## src/rtl/piso_framer.sv

```systemverilog
// piso_framer: parallel-in, serial-out framer.
// Accepts W-bit words over valid/ready into a one-word holding register.
// Each bit_en strobe emits one framed bit on sdo: a start bit (1), then
// the data MSB first, then an optional parity bit, then STOP_BITS zeros.
// The idle line level is 0. Back-to-back frames follow with no idle gap
// when the holding register is refilled during a frame.
module piso_framer #(
    parameter int W          = 4,
    parameter int PARITY_EN  = 0,
    parameter int PARITY_ODD = 0,
    parameter int STOP_BITS  = 1
) (
    input  logic         clk,
    input  logic         reset,
    input  logic         bit_en,
    input  logic         in_valid,
    input  logic [W-1:0] in_data,
    output logic         in_ready,
    output logic         sdo,
    output logic         busy,
    output logic         frame_done
);

    // The bit counter must hold the larger of the data length and the
    // stop-bit count.
    localparam int CNT_MAX = (W > STOP_BITS) ? W : STOP_BITS;
    localparam int CNT_W   = $clog2(CNT_MAX + 1);

    localparam logic [CNT_W-1:0] CNT_ZERO = CNT_W'(0);
    localparam logic [CNT_W-1:0] CNT_ONE  = CNT_W'(1);
    localparam logic [CNT_W-1:0] W_CNT    = CNT_W'(W);
    localparam logic [CNT_W-1:0] STOP_CNT = CNT_W'(STOP_BITS);

    localparam logic PAR_EN  = (PARITY_EN != 0);
    localparam logic PAR_ODD = (PARITY_ODD != 0);

    typedef enum logic [2:0] {
        IDLE   = 3'd0,
        START  = 3'd1,
        DATA   = 3'd2,
        PARITY = 3'd3,
        STOP   = 3'd4
    } state_t;

    // Parity of a whole word; odd parity is the inverted XOR reduction.
    function automatic logic calc_parity(input logic [W-1:0] word, input logic odd);
        calc_parity = (^word) ^ odd;
    endfunction

    state_t         state_r, state_s;
    logic [W-1:0]   hold_r, hold_s;
    logic           hold_full_r, hold_full_s;
    logic [W-1:0]   shift_r, shift_s;
    logic [CNT_W-1:0] cnt_r, cnt_s;
    logic           par_r, par_s;
    logic           sdo_r, sdo_s;
    logic           busy_r, busy_s;
    logic           done_r, done_s;
    logic           load_s;
    logic           accept_s;

    // in_ready depends only on the hold_full flop, never on in_valid.
    assign in_ready   = ~hold_full_r;
    assign sdo        = sdo_r;
    assign busy       = busy_r;
    assign frame_done = done_r;

    // Next-state, datapath and registered-output decode for the framer.
    always_comb begin
        state_s     = state_r;
        hold_s      = hold_r;
        hold_full_s = hold_full_r;
        shift_s     = shift_r;
        cnt_s       = cnt_r;
        par_s       = par_r;
        sdo_s       = sdo_r;
        done_s      = 1'b0;
        load_s      = 1'b0;
        accept_s    = in_valid & ~hold_full_r;

        // Handshake runs on every clk edge, regardless of bit_en.
        if (accept_s) begin
            hold_s      = in_data;
            hold_full_s = 1'b1;
        end else begin
            hold_s      = hold_r;
            hold_full_s = hold_full_r;
        end

        if (bit_en) begin
            case (state_r)
                IDLE: begin
                    sdo_s = 1'b0;
                    if (hold_full_r) begin
                        load_s = 1'b1;
                    end else begin
                        state_s = IDLE;
                    end
                end
                START: begin
                    state_s = DATA;
                    sdo_s   = shift_r[W-1];
                    shift_s = {shift_r[W-2:0], 1'b0};
                    cnt_s   = CNT_ONE;
                end
                DATA: begin
                    if (cnt_r == W_CNT) begin
                        if (PAR_EN) begin
                            state_s = PARITY;
                            sdo_s   = par_r;
                        end else begin
                            state_s = STOP;
                            sdo_s   = 1'b0;
                            cnt_s   = CNT_ONE;
                        end
                    end else begin
                        sdo_s   = shift_r[W-1];
                        shift_s = {shift_r[W-2:0], 1'b0};
                        cnt_s   = cnt_r + CNT_ONE;
                    end
                end
                PARITY: begin
                    state_s = STOP;
                    sdo_s   = 1'b0;
                    cnt_s   = CNT_ONE;
                end
                STOP: begin
                    if (cnt_r == STOP_CNT) begin
                        done_s = 1'b1;
                        if (hold_full_r) begin
                            load_s = 1'b1;
                        end else begin
                            state_s = IDLE;
                            sdo_s   = 1'b0;
                            cnt_s   = CNT_ZERO;
                        end
                    end else begin
                        sdo_s = 1'b0;
                        cnt_s = cnt_r + CNT_ONE;
                    end
                end
                default: begin
                    state_s = IDLE;
                    sdo_s   = 1'b0;
                    cnt_s   = CNT_ZERO;
                end
            endcase

            // Moving the held word into the shift register starts a new
            // frame; parity is computed from the latched word here.
            if (load_s) begin
                state_s     = START;
                shift_s     = hold_r;
                par_s       = calc_parity(hold_r, PAR_ODD);
                hold_full_s = 1'b0;
                sdo_s       = 1'b1;
                cnt_s       = CNT_ZERO;
            end else begin
                par_s = par_r;
            end
        end else begin
            state_s = state_r;
            sdo_s   = sdo_r;
        end

        busy_s = (state_s != IDLE) | hold_full_s;
    end

    // State, datapath and output registers with asynchronous reset.
    always_ff @(posedge clk or posedge reset) begin
        if (reset) begin
            state_r     <= IDLE;
            hold_r      <= '0;
            hold_full_r <= 1'b0;
            shift_r     <= '0;
            cnt_r       <= CNT_ZERO;
            par_r       <= 1'b0;
            sdo_r       <= 1'b0;
            busy_r      <= 1'b0;
            done_r      <= 1'b0;
        end else begin
            state_r     <= state_s;
            hold_r      <= hold_s;
            hold_full_r <= hold_full_s;
            shift_r     <= shift_s;
            cnt_r       <= cnt_s;
            par_r       <= par_s;
            sdo_r       <= sdo_s;
            busy_r      <= busy_s;
            done_r      <= done_s;
        end
    end

endmodule

```

## config.mk

```make
export PLATFORM = sky130hd
export DESIGN_NAME = piso_framer
export DESIGN_NICKNAME = d
export VERILOG_FILES = /design/src/rtl/piso_framer.sv
export SDC_FILE = /design/constraint.sdc
export NUM_CORES = 1
export LEC_CHECK = 0
export BUFFER_PORTS_ARGS = -buffer_cell sky130_fd_sc_hd__buf_2
export CORE_UTILIZATION = 45
export DETAILED_ROUTE_END_ITERATION = 10
export GPL_ROUTABILITY_DRIVEN = 0
export PLACE_DENSITY_LB_ADDON = 0.15
export SYNTH_ARGS = -nofsm -noshare
export SYNTH_HDL_FRONTEND = slang
export SYNTH_SLANG_ARGS = --single-unit
```

## constraint.sdc

```tcl
create_clock -name clk -period 2.2 [get_ports clk]
set_clock_uncertainty 0.1 [all_clocks]
set_input_delay 0.11 -clock clk [delete_from_list [all_inputs] [get_ports clk]]
set_output_delay 0.11 -clock clk [all_outputs]
set_load 0.1 [all_outputs]
```

==> flow_metrics.tcl, run 1 <==
set metrics [dict create \
    syn-num-nets 98 \
    cts_resized 0 \
    status "finished, final reports clean" \
    synth_adder_area_share_pct 4.000 \
    critPathMaxStageDelay_ns 0.44 \
    clock_path_buffers 2 \
    endpoint_kind "flip-flop" \
    critPathLaunch "cnt_r[0]" \
    p_leak_nw 0.4930 \
    first_pass_iters 4 \
    initial_core_util_pct 47.83 \
    synth_top_area_cell "dfrtp_1" \
    synthMuxAreaShare_pct 6.000 \
    design_area_um2 1114 \
    synth_flop_cell "dfrtp_1" \
    synthTopCellsByCount "dfrtp_1, inv_1, mux2_2, nand2_1" \
    synth.avg_cell_area_um2 10.79 \
    coreArea_um2 1962 \
    numCtsBuffers 3 \
    internal-power_mw 0.8264 \
    cts.sinks 18 \
    hp-class "input port to flip-flop" \
    io_pins 12 \
    place_area_um2 1017 \
    p_per_area_nw_per_um2 1324 \
    fin_crit_ns 1.824 \
    die_area_um2 2272 \
    fin_setup_tns_ns 0 \
    grt_remaining_overflow 0 \
    relSlewSlack_pct 57.15 \
    netlist_area_um2 938.4 \
    track_usage_pct 18.20 \
    setup_viol 0 \
    worstPathMaxFanout 5 \
    whs_ns 0.07296 \
    grt_pass1_vias 617 \
    pwr-share-comb_pct 46.2 \
    grt_pass1_wl_um 2753 \
    port_buffers 11 \
    max_freq_mhz 548.4 \
    cts_root_buffer "clkbuf_4" \
    ys_warn_count 0 \
    dieHeight_um 47.67 \
    wl_per_cell_um 13.26 \
    syn2layout_area_growth_pct 18.67 \
    cts_tree "done" \
    nNetsFinal 118 \
    slowest_stage "dfrtp_1" \
    synth_compound_area_share_pct 20.67 \
    finalCritPeriodShare_pct 82.89 \
    grt_antenna_before_repair 0 \
    p_sw_mw 0.6484 \
    synth.most_common_cell "dfrtp_1" \
    clock_latency_ns 0.30 \
    drv_cap 0 \
    cp.required_ns 2.28 \
    r2r-start "cnt_r[0]" \
    seqPwrFrac_pct 39.7 \
    ys_ff_latch 18 \
    drive_gt1_share_pct 24.53 \
    hold_start "bit_en" \
    num_vias 702 \
    hpwl_um 1221 \
    finalMaxSlewViolations 0 \
    synthDistinctLibCells 33 \
    synth_xor_area_share_pct 0.9333 \
    drt_wl_total_um 1763 \
    avgViaCountPerCell 5.278 \
    drtIter0Drc 16 \
    grt_max_degree 19 \
    synthSimpleGateAreaFrac_pct 14.93 \
    rows 16 \
    hold_viol 0 \
    rsz0062_at_grt "no" \
    worstPathArrival_ns 1.91 \
    cts.clk_slew.worst_paths_ns 0.10 \
    swShare_pct 43.96 \
    diodes 0 \
    cp-start-kind "flip-flop" \
    syn_inst 87 \
    pwr-share-clk_pct 14.1 \
    worst_pin_slew_ns 0.6421 \
    ir_drop_v 0.0007032 \
    die_w_um 47.67 \
    synth_top_area_share_pct 48.00 \
    crit_chain "inv_1 > ha_1 > a21oi_1 > mux2_2 > nand3_2 > or3b_1" \
    fillCellCount 182 \
    ant_nets 0 \
    drc 0 \
    htree_levels 1 \
    synth_edf_count 0 \
    synthTopCellsByArea "dfrtp_1, mux2_2, ha_1" \
    synth_top_family_by_area "compound AO/OA/AOI/OAI gates" \
    seq_area_frac_synth_pct 48.00 \
    path_class "flip-flop to flip-flop" \
    async_reset_ff_share_pct 100.0 \
]
[registers in the layout (all words and copies together), names as in the netlist]
register and count:
hold_full_r 1, sdo 1, shift_r 4, cnt_r 3, state_r 3, frame_done 1, hold_r 4, busy 1
[cells in the final DEF (no fill, tap or decap), drive strengths merged]
cell type and instances:
a21o 2, a21oi 3, a221o 1, a22oi 1, a311oi 1, a31o 1, a31oi 4, a32o 1
buf 12, clkbuf 4, dfrtp 18, dlygate4sd3 6, ha 3, inv 9, mux2 5, nand2 5
nand2b 4, nand3 2, nor2 5, nor2b 4, nor3 1, nor3b 1, nor4b 1, o2111a 1
o21ai 2, o221a 3, o22ai 2, o41ai 2, or3b 1, xnor2 1
[through the flow]
step	utilization [%]	cells	setup slack, ns	power, mW
finish	56.76	133	0.3764	1.475
global route	56.76	133	0.2676	1.582
CTS	56.76	133	0.3754	1.481
detailed placement	51.85	123	0.3982	1.262
global placement	51.85	123	0.4246	1.252
floorplan	-	87	0.5242	1.142
[metal layers]
layer  vias to the layer above  track usage, %  wire length, µm
li1                        352               -                -
met1                       326           26.73              863
met2                        20           24.11              808
met3                         4           2.264               52
met4                         0           13.89               38
met5                         -               0                0
[critical path, delay by kind of cell (launching register included)]
family | cells | cell delay, ns
mux | 1 | 0.33
fa+ha+maj | 1 | 0.19
compound gates | 1 | 0.09
buf+inv | 1 | 0.07
simple gates | 2 | 0.48
flops | 1 | 0.44
[repair_timing]
item                                    in CTS  in global routing
hold buffers                                 6                  0
endpoints found under the hold margin       23                  0
setup buffers                                0                  0
endpoints found under the setup margin       0                  0
[kinds of logic after synthesis]
kind of cell	Yosys count
and+or+nand+nor	24
DFF	18
AOI/OAI and AO/OA	24
muxes	5
buffers and inverters	12
xor gates and xnor gates	1
adders and majority gates	3
[power by group through the flow]
stage               combinational (mW)  clock (mW)  sequential (mW)
finish                           0.682       0.208            0.585
global route                     0.746       0.228            0.608
CTS                              0.683       0.216            0.582
detailed placement               0.674           0            0.589
global placement                 0.665           0            0.588
floorplan                        0.515           0            0.628
[path summary, 6_finish.rpt]
kind | to | slack [ns] | cells past startpoint
worst min register to register | shift_r[0] | 0.38 | 1
min in group asynchronous | cnt_r[1] | 0.32 | 3
worst max-delay path | busy | 0.38 | 6
worst max register to register | busy | 0.38 | 6
worst min-delay path | state_r[1] | 0.07 | 2
max in group asynchronous | sdo | 1.27 | 3
[area by class of cell]
type / instances / area, µm² / share of cell area [%]
Clock buffer: 4 / 36.28 / 3.258
Inverter: 9 / 33.78 / 3.034
Multi-Input combinational cell: 57 / 436.7 / 39.21
Sequential cell: 18 / 450.4 / 40.45
Tap cell: 27 / 33.78 / 3.034
Timing Repair Buffer: 18 / 122.6 / 11.01
(Power assumes the default switching activity.)
==> run 2: changes to the inputs <==
==> constraint.sdc (replaced) <==
create_clock -name clk -period 1.5 [get_ports clk]
set_clock_uncertainty 0.1 [all_clocks]
set_input_delay 0.075 -clock clk [delete_from_list [all_inputs] [get_ports clk]]
set_output_delay 0.075 -clock clk [all_outputs]
set_load 0.1 [all_outputs]
==> run 2 against run 1 <==
Compared with the run above:
- the run now ends with setup timing left
- final cell count rose by 13%
- sequential power rose by 46%
- via count grew 13%
- core utilization rose by 11 points
- sequential share of layout area fell by 6.4 points
- final area grew 20%
- largest power group unchanged
==> flow_metrics.tcl, run 2 (synthesized netlist as in run 1, its figures left out) <==
set metrics [dict create \
    seq_area_um2 452.9 \
    dp.cells 138 \
    swShare_pct 41.95 \
    endpoint_kind "flip-flop" \
    status "complete, but fails checks" \
    die_area_um2 2272 \
    drv_cap 0 \
    p_leak_nw 0.5914 \
    worst_pin_slew_ns 0.4860 \
    cts.clk_slew.worst_paths_ns 0.10 \
    internal-power_mw 1.472 \
    grt_max_degree 19 \
    p_sw_mw 1.064 \
    clock_latency_ns 0.29 \
    path_class "flip-flop to flip-flop" \
    track_usage_pct 20.14 \
    multiInputGateArea_um2 516.7 \
    pwr-share-clk_pct 11.5 \
    grt_pass1_wl_um 3125 \
    htree_levels 1 \
    nNetsFinal 135 \
    fin_crit_ns 1.688 \
    diodes 0 \
    seqPwrFrac_pct 33.7 \
    initial_core_util_pct 47.83 \
    grt_antenna_before_repair 0 \
    whs_ns 0.04044 \
    violations "setup timing" \
    reg_top3 "hold_r (4), shift_r (4)" \
    grt_pass1_vias 767 \
    layout_setup_ws_ns -0.1880 \
    num_vias 796 \
    worstPathArrival_ns 1.78 \
    drtIter0Drc 19 \
    drt_wl_total_um 1938 \
    clock_path_buffers 2 \
    avgViaCountPerCell 5.307 \
    cts.sinks 18 \
    grt_remaining_overflow 0 \
    rsz0062_at_grt "yes" \
    fillCellCount 154 \
    worstPathMaxFanout 4 \
    rows 16 \
    ir_drop_v 0.001316 \
    finalCritPeriodShare_pct 112.5 \
    dieHeight_um 47.67 \
    coreArea_um2 1962 \
    die_w_um 47.67 \
    final_cell_mix "dfrtp_1, buf_4, buf_2" \
    hold_start "bit_en" \
    relSlewSlack_pct 67.83 \
    io_pins 12 \
    first_pass_iters 4 \
    drc 0 \
    cp-start-kind "flip-flop" \
    cp.required_ns 1.59 \
    drive_gt1_share_pct 45.53 \
    port_buffers 11 \
    power_mw 2.536 \
    hp-class "input port to flip-flop" \
    p_per_area_nw_per_um2 1905 \
    r2r-start "cnt_r[0]" \
    hold_viol 0 \
    finalMaxSlewViolations 0 \
    wl_per_cell_um 12.92 \
    final_cells 150 \
    critPathLaunch "cnt_r[0]" \
    ant_nets 0 \
    max_freq_mhz 592.4 \
    numCtsBuffers 3 \
    cts_tree "done" \
    syn2layout_area_growth_pct 41.87 \
    cts_root_buffer "clkbuf_4" \
    reg2reg_slack_ns -0.19 \
    pwr-share-comb_pct 54.8 \
    hpwl_um 1420 \
    setup_viol 7 \
]
[run 2: area by class of cell]
cell class	instances	area share, %
clock buffers	4	2.726
well taps	27	2.538
flip-flops and latches	18	34.02
inverters	9	2.538
multi-input cells	57	38.82
repair buffers	35	19.36
[run 2: power by group through the flow]
stage,Combinational (mW),Sequential [mW],Clock (mW)
after CTS,1.31,0.845,0.305
after floorplan,0.823,0.929,0
after global placement,1.23,0.847,0
final,1.39,0.854,0.293
after detailed placement,1.25,0.855,0
after global routing,1.51,0.883,0.330
[run 2: repair_timing]
item,4_1_cts,5_1_grt
pin swaps,3,2
setup endpoints to repair,10,10
resized for setup,5,8
hold buffers,6,0
cloned,0,0
setup buffers,1,2
endpoints found under the hold margin,24,0
[run 2: worst max-delay path, cell delays in order (launching register included)]
cell,delay (ns)
dfrtp_2,0.46
ha_4,0.18
nor2b_4,0.12
o2111a_2,0.30
a31o_1,0.22
o221a_1,0.21
[run 2: routing by layer]
layer  share of wire [%]  global-route usage [%]
met1                  46                   25.42
met2                  48                   32.60
met3                 4.2                   5.660
met4                 2.2                   8.333
met5                   0                       0
[run 2: per-stage QoR]
step	worst slack [ns]	setup TNS, ns	utilization, %	cell area [µm²]
floorplan	-0.1278	-0.5148	-	980.9
global placement	-0.1455	-0.7508	59.63	1170
detailed placement	-0.1813	-0.8786	59.63	1170
CTS	-0.1650	-0.7180	65.63	1287
global route	-0.2216	-1.457	67.86	1331
finish	-0.1880	-1.068	67.86	1331
[run 2: final timing paths]
| path | to | cells after the start |
|---|---|---|
| worst max-delay path | shift_r[3] | 5 |
| worst min-delay path | cnt_r[0] | 2 |
| worst max register to register | shift_r[3] | 5 |
| worst min register to register | shift_r[0] | 1 |
| max in group asynchronous | cnt_r[0] | 4 |
| min in group asynchronous | state_r[1] | 4 |
==> run 3: changes to the inputs <==
==> constraint.sdc (replaced) <==
create_clock -name clk -period 1.36 [get_ports clk]
set_clock_uncertainty 0.1 [all_clocks]
set_input_delay 0.068 -clock clk [delete_from_list [all_inputs] [get_ports clk]]
set_output_delay 0.068 -clock clk [all_outputs]
set_load 0.1 [all_outputs]
==> run 3 against run 2 <==
Compared with the run above:
- the flow still finishes with violations (setup timing)
- global-route usage up 3.3 points
- final cell count up 4.0%
- worst hold slack worse by 0.0024 ns
- core utilization up 4.8 points
- register-to-register slack worse by 0.14 ns
- sequential power up 12%
- count of clock-buffer cells in the layout unchanged
- maximum frequency down 0.21%
- via count up 2.9%
==> flow_metrics.tcl, run 3 (synthesized netlist as in run 1, its figures left out) <==
set metrics [dict create \
    setup_viol 13 \
    clock_path_buffers 2 \
    cts.clk_slew.worst_paths_ns 0.11 \
    grt_pass1_vias 810 \
    cts_tree "done" \
    numCtsBuffers 3 \
    die_w_um 47.67 \
    drt_wl_total_um 2339 \
    cts.sinks 18 \
    grt_pass1_wl_um 3615 \
    r2r_cells 6 \
    slowest_stage "dfrtp_1" \
    io_pins 12 \
    cts_root_buffer "clkbuf_4" \
    crit_cells 6 \
    reg2reg_to "shift_r[2]" \
    drive_gt1_share_pct 51.94 \
    grt_antenna_before_repair 0 \
    reg_top3 "hold_r (4), shift_r (4)" \
    rows 16 \
    internal-power_mw 1.791 \
    nNetsFinal 141 \
    drv_cap 0 \
    r2r-start "cnt_r[1]" \
    coreArea_um2 1962 \
    fin_setup_tns_ns -2.406 \
    violations "setup timing" \
    finalCritPeriodShare_pct 124.4 \
    drc 0 \
    grt_remaining_overflow 0 \
    clock_latency_ns 0.30 \
    dp.cells 143 \
    crit_chain "inv_2 > ha_2 > nor2b_4 > o2111a_2 > a31o_1 > o221a_1" \
    layout_setup_ws_ns -0.3315 \
    avgViaCountPerCell 5.250 \
    fillCellCount 148 \
    critPathMaxStageDelay_ns 0.37 \
    p_sw_mw 1.282 \
    max_freq_mhz 591.2 \
    reg2reg_slack_ns -0.33 \
    status "complete, but fails checks" \
    hp-class "input port to flip-flop" \
    rsz0062_at_grt "yes" \
    diodes 0 \
    worstPathArrival_ns 1.79 \
    path_class "flip-flop to flip-flop" \
    p_per_area_nw_per_um2 2155 \
    fin_crit_ns 1.692 \
    pwr-share-comb_pct 57.8 \
    worst_pin_slew_ns 0.4821 \
    cp-endpoint "shift_r[2]" \
    final_cells 156 \
    cp.required_ns 1.46 \
    p_leak_nw 0.6455 \
    power_mw 3.073 \
    cp-start-kind "flip-flop" \
    ant_nets 0 \
    first_pass_iters 4 \
    hpwl_um 1517 \
    finalMaxSlewViolations 0 \
    initial_core_util_pct 47.83 \
    port_buffers 11 \
    relSlewSlack_pct 68.08 \
    critPathLaunch "cnt_r[1]" \
    grt_max_degree 14 \
    pwr-share-clk_pct 11.2 \
    drtIter0Drc 12 \
    worst-path-buf-inv 1 \
    seqPwrFrac_pct 31.0 \
    wl_per_cell_um 14.99 \
    endpoint_kind "flip-flop" \
    htree_levels 1 \
    num_vias 819 \
    die_area_um2 2272 \
    final_common_cell "buf_4" \
    final_cell_mix "buf_4, dfrtp_1, buf_2" \
    worstPathMaxFanout 3 \
    swShare_pct 41.73 \
    syn2layout_area_growth_pct 52.00 \
    hold_viol 0 \
    dieHeight_um 47.67 \
    cp_top_family "compound AO/OA/AOI/OAI gates" \
    ir_drop_v 0.001413 \
    track_usage_pct 23.43 \
    post-place-ws_ns -0.3191 \
]
-- run 3: changes by cell type in the layout (fill, tap and decap cells not counted), sizes merged --
cell	delta
buf	+6
-- run 3: power groups by stage --
stage / clock network, mW / logic (mW) / registers (mW)
2_1_floorplan: 0 / 0.930 / 1.03
3_3_place_gp: 0 / 1.46 / 0.933
3_5_place_dp: 0 / 1.49 / 0.942
4_1_cts: 0.348 / 1.64 / 0.935
5_1_grt: 0.377 / 1.92 / 0.987
6_report: 0.345 / 1.78 / 0.953
-- run 3: timing repair --
| action | CTS | global route |
|---|---|---|
| hold endpoints to repair | 23 | 0 |
| gates resized for setup | 11 | 11 |
| endpoints found under the setup margin | 17 | 18 |
| pin swaps | 2 | 5 |
| buffers inserted | 2 | 1 |
| hold buffers | 6 | 0 |
-- run 3: worst reg2reg max path: stages (launching register included) --
cell	delay, ns
dfrtp_1	0.37
inv_2	0.06
ha_2	0.19
nor2b_4	0.13
o2111a_2	0.29
a31o_1	0.22
o221a_1	0.21
-- run 3: worst min path at each step --
stage,startpoint,endpoint,cells after the start
3_5_place_dp,reset,hold_full_r,2
4_1_cts,bit_en,cnt_r[0],2
5_1_grt,bit_en,cnt_r[0],2
2_1_floorplan,reset,busy,1
3_3_place_gp,reset,hold_full_r,2
6_report,bit_en,cnt_r[0],2
-- run 3: through the flow --
| step | utilization, % | area, µm² | hold slack [ns] |
|---|---|---|---|
| 6_report | 72.70 | 1426 | 0.03804 |
| 5_1_grt | 72.70 | 1426 | 0.04006 |
| 3_5_place_dp | 62.56 | 1227 | -0.1132 |
| 4_1_cts | 70.15 | 1376 | 0.04251 |
| 2_1_floorplan | - | 989.7 | -0.09350 |
| 3_3_place_gp | 62.56 | 1227 | -0.1230 |
-- run 3: metal layers --
layer / wire (µm) / up-vias / part of all wire, % / track usage (%)
met2: 1194 / 16 / 51 / 39.73
met1: 1067 / 396 / 46 / 30.57
met4: 27 / 0 / 1.2 / 8.333
li1: - / 402 / - / -
met5: 0 / - / 0 / 0
met3: 51 / 5 / 2.2 / 3.396
-- run 3: layout make-up --
cell class                 count  area, µm²  share of cell area, %
clock buffer                   4      36.28                  2.544
inverter                       9      33.78                  2.368
multi-input combinational     57      543.0                  38.07
sequential                    18      454.2                  31.84
tap                           27      33.78                  2.368
timing repair buffer          41      325.3                  22.81
